===== src/rtl/aer_bus_arbiter.sv =====
// Round-robin arbiter that shares one 4-phase AER bus between four spike event sources.
// Optional handshake watchdog compiled in with `define AER_ARB_TIMEOUT_EN.
module aer_bus_arbiter #(
  parameter int unsigned TIMEOUT_CYCLES = 255,
  parameter int unsigned CNT_W          = 8
) (
  input  logic       clk,
  input  logic       reset,
  input  logic       Ch1Up_In,
  input  logic       Ch1Down_In,
  input  logic       Ch2Up_In,
  input  logic       Ch2Down_In,
  input  logic       aer_ack,
  output logic       aer_req,
  output logic [1:0] aer_addr,
  output logic       busy,
  output logic       event_drop,
  output logic       timeout_err
);

  typedef enum logic [1:0] {S_IDLE, S_REQ, S_REL} state_e;

  state_e     state_q;
  logic [3:0] ev_raw, ev_s1_q, ev_s2_q, ev_prev_q, ev_edge;
  logic       ack_s1_q, ack_s2_q;
  logic [3:0] pend_q, pend_d, pend_clr;
  logic [1:0] ptr_q, win, rr_idx;
  logic       any_pend, grant;
  logic       req_q, drop_q, drop_d, tout_q;
  logic [1:0] addr_q;
  logic       wd_expire;

  // Index = address: {channel, polarity}.
  assign ev_raw = {Ch2Down_In, Ch2Up_In, Ch1Down_In, Ch1Up_In};

  always_ff @(posedge clk or negedge reset) begin
    if (!reset) begin
      ev_s1_q   <= '0;
      ev_s2_q   <= '0;
      ev_prev_q <= '0;
      ack_s1_q  <= 1'b0;
      ack_s2_q  <= 1'b0;
    end else begin
      ev_s1_q   <= ev_raw;
      ev_s2_q   <= ev_s1_q;
      ev_prev_q <= ev_s2_q;
      ack_s1_q  <= aer_ack;
      ack_s2_q  <= ack_s1_q;
    end
  end

  assign ev_edge = ev_s2_q & ~ev_prev_q;

  // Walk downward so the source closest to the pointer is the last (winning) assignment.
  always_comb begin
    win      = ptr_q;
    rr_idx   = ptr_q;
    any_pend = 1'b0;
    for (int i = 3; i >= 0; i--) begin
      rr_idx = ptr_q + 2'(i);
      if (pend_q[rr_idx]) begin
        win      = rr_idx;
        any_pend = 1'b1;
      end
    end
  end

  assign grant    = (state_q == S_IDLE) && any_pend && !ack_s2_q;
  assign pend_clr = grant ? (4'b0001 << win) : 4'b0000;
  // A fresh edge on the source being granted re-arms its flag rather than being lost.
  assign pend_d   = (pend_q & ~pend_clr) | ev_edge;
  assign drop_d   = |(ev_edge & pend_q & ~pend_clr);

`ifdef AER_ARB_TIMEOUT_EN
  localparam logic [CNT_W-1:0] WD_LAST = CNT_W'(TIMEOUT_CYCLES - 1);

  logic [CNT_W-1:0] wd_q;
  logic             state_chg;

  assign wd_expire = (state_q != S_IDLE) && (wd_q == WD_LAST);
  assign state_chg = ((state_q == S_REQ) && ack_s2_q) ||
                     ((state_q == S_REL) && !ack_s2_q) || wd_expire;

  always_ff @(posedge clk or negedge reset) begin
    if (!reset)                             wd_q <= '0;
    else if (state_q == S_IDLE || state_chg) wd_q <= '0;
    else                                    wd_q <= wd_q + CNT_W'(1);
  end
`else
  assign wd_expire = 1'b0;
`endif

  always_ff @(posedge clk or negedge reset) begin
    if (!reset) begin
      state_q <= S_IDLE;
      req_q   <= 1'b0;
      addr_q  <= 2'b00;
      ptr_q   <= 2'b00;
      pend_q  <= '0;
      drop_q  <= 1'b0;
      tout_q  <= 1'b0;
    end else begin
      pend_q <= pend_d;
      drop_q <= drop_d;
      tout_q <= 1'b0;
      case (state_q)
        S_IDLE: if (grant) begin
          state_q <= S_REQ;
          req_q   <= 1'b1;
          addr_q  <= win;
          ptr_q   <= win + 2'd1;
        end
        S_REQ: begin
          if (ack_s2_q) begin
            req_q   <= 1'b0;
            state_q <= S_REL;
          end else if (wd_expire) begin
            req_q   <= 1'b0;
            state_q <= S_IDLE;
            tout_q  <= 1'b1;
          end
        end
        S_REL: begin
          if (!ack_s2_q) begin
            state_q <= S_IDLE;
          end else if (wd_expire) begin
            state_q <= S_IDLE;
            tout_q  <= 1'b1;
          end
        end
        default: state_q <= S_IDLE;
      endcase
    end
  end

  assign aer_req    = req_q;
  assign aer_addr   = addr_q;
  assign busy       = (state_q != S_IDLE);
  assign event_drop = drop_q;
`ifdef AER_ARB_TIMEOUT_EN
  assign timeout_err = tout_q;
`else
  assign timeout_err = 1'b0;
`endif

endmodule


===== config.mk =====
export PLATFORM = sky130hd
export DESIGN_NAME = aer_bus_arbiter
export DESIGN_NICKNAME = d
export VERILOG_FILES = /design/src/rtl/aer_bus_arbiter.sv
export SDC_FILE = /design/constraint.sdc
export NUM_CORES = 1
export LEC_CHECK = 0
export CAP_MARGIN = 5
export CORE_MARGIN = 2
export CORE_UTILIZATION = 60
export CTS_BUF_LIST = sky130_fd_sc_hd__clkbuf_2
export CTS_CLUSTER_DIAMETER = 120
export CTS_CLUSTER_SIZE = 8
export DETAILED_ROUTE_END_ITERATION = 8
export PLACE_DENSITY_LB_ADDON = 0.1
export SYNTH_ARGS = -nofsm -noshare
export SYNTH_HDL_FRONTEND = slang
export SYNTH_SLANG_ARGS = --single-unit

===== constraint.sdc =====
create_clock -name clk -period 3.2 [get_ports clk]
set_input_delay 0.96 -clock clk [delete_from_list [all_inputs] [get_ports clk]]
set_output_delay 0.96 -clock clk [all_outputs]
set_load 0.02 [all_outputs]

==> metrics.md, run 1 <==
| Metric | Value |
|---|---|
| Post-synthesis cell area | 1030 um^2 |
| Chip height | 45.4 um |
| Final WL | 1.55 mm |
| Ports | 13 |
| Non-Filler Instances | 114 |
| Htree depth | 1 |
| Mapped Cells | 83 |
| Clk_lat worst skew | 0.33 ns |
| GPL Wtd Cong | 0.864 |
| Pwr Density | 792 nW/um^2 |
| Area contributors post-synth | dfrtp_1, nand2b_1, nor2b_1 |
| Crit Path Max Fanout | 6 |
| Nets | 106 |
| Avg WL per Cell | 13.6 um |
| Peak VDD IR | 0.539 mV |
| Critical Path End Type | primary output |
| Area Overhead vs Synth | 14.5% |
| Static leakage | 0.498 nW |
| Crit path arrival time | 1.70 ns |
| PortBufs | 11 |
| Sink Count | 26 |
| Post-Route Skew | 0.0175 ns |
| GR Overflow Total | 0 |
| Status | finished clean |
| CP bufs+invs | 1 |
| Setup CP Type | flop to primary output |
| Placed Instances | 110 |
| Unrepaired setup endpoints after global routing | false |
| CTS tree | done |
| Via count | 655 |
| Synth cell count leaders | dfrtp_1, nand2_1, nand2b_1, o21ai_0 |
| Post-CTS Hold Fix Bufs | 0 |
| Minimum clock period | 2.66 ns |
| Starting DRT DRC Count | 4 |
| Syn_nets | 90 |
| First-pass GRT wire length | 2.65 mm |
| Vias/cell | 5.75 |
| Max Clk Rate | 376 MHz |
| Global Route Usage Sum | 0.182 |
| Final Cycle Share | 0.832 |
| Seq cells post-synth | 26 |
| Top cell type by total area after synthesis | dfrtp_1 |
| Post-synth ARST share | 1.00 |
| Final WS setup | 0.538 ns |
| EDFF count, synth | 0 |
| Final Util | 0.754 |
| Syn. warnings | 0 |
| Residual DRC | 0 |
| Share of post-route cells with drive strength above 1 | 0.122 |
| Most frequent cell after synthesis | dfrtp_1 |
| Syn_area_per_cell | 12.4 um^2 |
| CTS clk-pin slew, worst paths | 0.22 ns |
| Crit path max-delay family | buffers and inverters |
| Post-synth cell types | 34 |
| Slowest CP cell | clkdlybuf4s50_1 |
| Root buf cell | clkbuf_2 |
| Resized Gates After CTS | 0 |
| Max cap viols | 0 |
| Slew Limit Fails | 0 |
| Worst slew pin tran | 0.498 ns |
| Setup crit start kind | flop |
| Synth Flop Type | dfrtp_1 |
| Die Width | 45.4 um |
| Largest net degree at the start of global routing | 27 |
| Worst R2R Setup Slack | 1.31 ns |
| Sum Neg Setup Slack | 0 ns |
| Initial antenna violation count | 0 |
| Vias in the first global route | 651 |
| DRT Pass-1 Iters | 4 |
| Worst path max stage delay | 0.54 ns |
| Worst Hold Class | flop to flop |
| CTS Buf Count | 3 |
| Initial Utilization | 0.658 |
| Die area | 2060 um^2 |
| CORE AREA | 1560 um^2 |
| Finish-stage setup viols | 0 |
| Post-route ant nets | 0 |
| Slew HR | 0.665 |
| Row cnt | 14 |
| Pre-CTS WS | 0.940 ns |
| Required time of the critical path | 2.24 ns |
| Max Root-Sink Buffers | 2 |
| Post-CTS Setup Inserts | 0 |
| Area share of the largest cell type after synthesis | 0.634 |
| Detail Placement HPWL | 1.14 mm |
| Register area share after synthesis | 0.634 |
| Inserted Diodes | 0 |
| Final Hold Viols | 0 |
| CP Cell Sequence | or2_2 > clkdlybuf4s50_1 |
==> cell families (layout without fill, tap and decap cells) <==
kind of cell | Yosys count | after routing | synth area share
AO/OA/AOI/OAI | 18 | 18 | 0.127
XOR/XNOR | 2 | 2 | 0.0171
buffers and inverters | 6 | 21 | 0.0256
flip-flops | 26 | 26 | 0.634
multiplexers | 1 | 1 | 0.0110
other | 1 | 1 | 0.00366
AND/OR/NAND/NOR | 29 | 29 | 0.182
==> report_power, final <==
group | total (mW) | internal (mW) | switching [mW]
Clock | 0.113 | 0.0272 | 0.0857
Sequential | 0.470 | 0.395 | 0.0746
Combinational | 0.347 | 0.166 | 0.181
Total | 0.930 | 0.589 | 0.341
==> metrics by stage <==
stage / power (mW) / instance area, um^2 / hold slack (ns)
after global placement: 0.810 / 1160 / 0.333
after global routing: 0.995 / 1170 / 0.392
after detailed placement: 0.821 / 1160 / 0.336
after CTS: 0.933 / 1170 / 0.384
after floorplan: 0.706 / 1030 / 0.331
final: 0.930 / 1170 / 0.379
==> routing by layer <==
layer,global-route usage,routed length [um],vias to the layer above
met2,0.306,735,17
met3,0.0360,65,2
met5,0,0,-
met4,0.0529,11,0
met1,0.242,733,323
li1,-,-,313
==> final cells by class <==
cell class,count,area (um^2)
inverter,5,18.8
timing repair buffer,12,118
sequential,26,651
clock buffer,3,15.0
fill,113,384
multi-input combinational,51,349
clock inverter,1,3.75
tap,16,20.0
==> sequential cells by signal, indices dropped and copies added, names as in the netlist <==
name / flops
ack_s2_q: 1
ev_s1_q: 4
ev_prev_q: 4
ev_s2_q: 4
event_drop: 1
ptr_q: 2
state_q: 2
aer_req: 1
pend_q: 4
ack_s1_q: 1
aer_addr: 2
==> cell usage in the layout (no fill, tap or decap), drive strengths merged, types with 3 or more instances in the layout <==
cell	count
dfrtp	26
clkdlybuf4s50	11
nand2	7
o21ai	6
nand2b	5
inv	5
nor2b	4
nor2	3
clkbuf	3
==> worst paths after layout <==
kind                                end        from  depth (start not counted)
setup / recovery                   busy  state_q[1]                          2
hold / removal             ev_prev_q[2]  ev_s2_q[2]                          0
setup reg to reg             event_drop  state_q[1]                          4
hold reg to reg            ev_prev_q[2]  ev_s2_q[2]                          0
max in group asynchronous  ev_prev_q[1]       reset                          2
min in group asynchronous      ptr_q[1]       reset                          2
No activity file was read; power rests on OpenSTA's default activity.
==> inputs of run 2 (changes only) <==
CORE_ASPECT_RATIO = 0.75   (was default)
CORE_UTILIZATION = 55   (was 60)
clock period = 2.52 ns   (was 3.2 ns; I/O delays follow)
==> run 2 against run 1 <==
  * Non-clock buffer count grew 2
  * Global-route usage grew 1.3 points
  * Combinational power grew 31%
  * Via count grew 0.46%
  * Hold slack gained 0.0011 ns
  * Highest routed layer unchanged
  * Worst setup slack lost 0.45 ns
  * Sequential share of layout area shrank 2.1 points
  * Clock power grew 130%
  * Critical path depth is the same
  * Clock skew shrank 0.0042 ns
  * Register-to-register slack lost 0.71 ns
==> metrics.md, run 2 (same netlist as run 1, synthesis figures left out) <==
| Metric | Value |
|---|---|
| CTS Buf Count | 3 (unchanged) |
| Crit Path Max Fanout | 5 (-1) |
| First-pass GRT wire length | 3.15 mm (+19%) |
| Post-route ant nets | 0 (unchanged) |
| Fillers | 134 (+19%) |
| Non-Filler Instances | 122 (+7.0%) |
| Final Util | 0.705 (-0.0491) |
| Vias in the first global route | 708 (+8.8%) |
| Pwr Density | 1070 nW/um^2 (+35%) |
| Slew HR | 0.647 (-0.0185) |
| Area post-placement | 1160 um^2 (+0.65%) |
| Vias/cell | 5.39 (-6.1%) |
| Sum Neg Setup Slack | 0 ns (unchanged) |
| Max Used Layer | met4 |
| Peak VDD IR | 0.689 mV (+28%) |
| Clk_lat worst skew | 0.35 ns (+0.02 ns) |
| Metal-1 WL | 777 um (+6.0%) |
| Critical Path End Type | primary output |
| Worst R2R Setup Slack | 0.60 ns (-0.71 ns) |
| Metal3 WL | 64 um (-1.5%) |
| Htree depth | 1 (unchanged) |
| Row cnt | 13 (-1) |
| Finish-stage setup viols | 0 (unchanged) |
| GPL Wtd Cong | 0.769 (-11%) |
| Chip height | 41.4 um (-8.7%) |
| Via count | 658 (+0.46%) |
| Pre-CTS WS | 0.458 ns (-0.482 ns) |
| Worst reg2reg path depth | 5 (+1) |
| Minimum clock period | 2.43 ns |
| Final Hold Viols | 0 (unchanged) |
| Post-CTS Hold Fix Bufs | 0 (unchanged) |
| Most frequent cells in the layout | dfrtp_1, clkdlybuf4s50_1, nand2_1 |
| CORE AREA | 1740 um^2 (+12%) |
| Nets | 108 (+1.9%) |
| Reg-to-reg endpoint | event_drop |
| Setup crit start kind | flop |
| Residual DRC | 0 (unchanged) |
| Final WS setup | 0.0859 ns (-0.452 ns) |
| Placed Instances | 116 (+5.5%) |
| Max Root-Sink Buffers | 2 (unchanged) |
| Crit path arrival time | 1.68 ns (-0.02 ns) |
| Ports | 13 (unchanged) |
| Max Clk Rate | 411 MHz |
| GR Overflow Total | 0 (unchanged) |
| Initial Utilization | 0.590 (-0.0686) |
| DR WL met2 | 860 um (+17%) |
| Global Route Usage Sum | 0.196 (+0.0135) |
| FF+latch area | 653 um^2 (+0.38%) |
| Die area | 2230 um^2 (+8.5%) |
| Die Width | 53.9 um (+19%) |
| Max cap viols | 0 (unchanged) |
| Worst Hold Class | flop to flop |
| Share of post-route cells with drive strength above 1 | 0.170 (+0.0476) |
| Avg WL per Cell | 14.1 um (+3.7%) |
| PortBufs | 11 (unchanged) |
| Power consumption | 1.31 mW (+41%) |
| Final WL | 1.72 mm (+11%) |
| Setup CP Type | flop to primary output |
| Worst slew pin tran | 0.526 ns (+0.0279 ns) |
| Required time of the critical path | 1.76 ns (-0.48 ns) |
| Inserted Diodes | 0 (unchanged) |
| Root buf cell | clkbuf_2 |
| Starting DRT DRC Count | 9 (+5) |
| Hold Path Stages | 0 (unchanged) |
| Initial antenna violation count | 0 (unchanged) |
| Commonest non-fill, non-tap cell in the layout | dfrtp_1 |
| CTS tree | done |
| Multi-input gate area | 349 um^2 (unchanged) |
| Worst hold margin | 0.381 ns (+0.00113 ns) |
| Slew Limit Fails | 0 (unchanged) |
| Unrepaired setup endpoints after global routing | false |
| DRT Pass-1 Iters | 4 (unchanged) |
| Detail Placement HPWL | 1.20 mm (+5.3%) |
| Area Overhead vs Synth | 19.5% |
| Hold_sp | ack_s1_q |
| Static leakage | 0.518 nW (+4.1%) |
| Post-Layout Inst Area | 1230 um^2 (+4.4%) |
| Worst Hold End | ack_s2_q |
| Post-Route Skew | 0.0133 ns (-0.00418 ns) |
| Largest net degree at the start of global routing | 27 (unchanged) |
| Reg2Reg Launch Point | state_q[1] |
| CTS clk-pin slew, worst paths | 0.24 ns (+0.02 ns) |
| Status | finished clean |
| Final Cycle Share | 0.966 |
| Sink Count | 26 (unchanged) |
[run 2: cell count changes in the layout (fill, tap and decap cells not counted), sizes merged]
cell / before / now
buf: 1 / 3
bufinv: 0 / 1
clkinv: 1 / 0
[run 2: layer usage]
metal | vias up | GRT usage
met1 | 326 | 0.271
met4 | 0 | 0.0359
met3 | 2 | 0.0683
li1 | 319 | -
met2 | 11 | 0.302
met5 | - | 0
[run 2: worst max-delay path by stage]
stage / slack [ns] / start / to
after floorplan: 0.96 / state_q[1] / event_drop
after global placement: 0.49 / state_q[1] / busy
after detailed placement: 0.46 / state_q[1] / busy
after CTS: 0.03 / state_q[1] / busy
after global routing: 0.01 / state_q[0] / busy
final: 0.09 / state_q[0] / busy
[run 2: layout make-up]
type | instances | area share
inverters | 5 | 0.0153
multi-input cells | 51 | 0.285
well taps | 22 | 0.0224
clock buffers | 3 | 0.0122
clock inverters | 1 | 0.0245
repair buffers | 14 | 0.108
flip-flops and latches | 26 | 0.533
[run 2: worst max-delay path, stage by stage, from the launching register on]
cell and delay [ns]:
dfrtp_2 0.50, or2_2 0.28, clkdlybuf4s50_1 0.54
[run 2: timing repair]
item	in CTS	in global routing
endpoints found under the setup margin	0	1
buffers inserted	0	2
resized for setup	0	2
[run 2: where the power goes]
group	internal, mW	switching, mW
clock network	0.137	0.120
logic	0.218	0.236
registers	0.503	0.0954
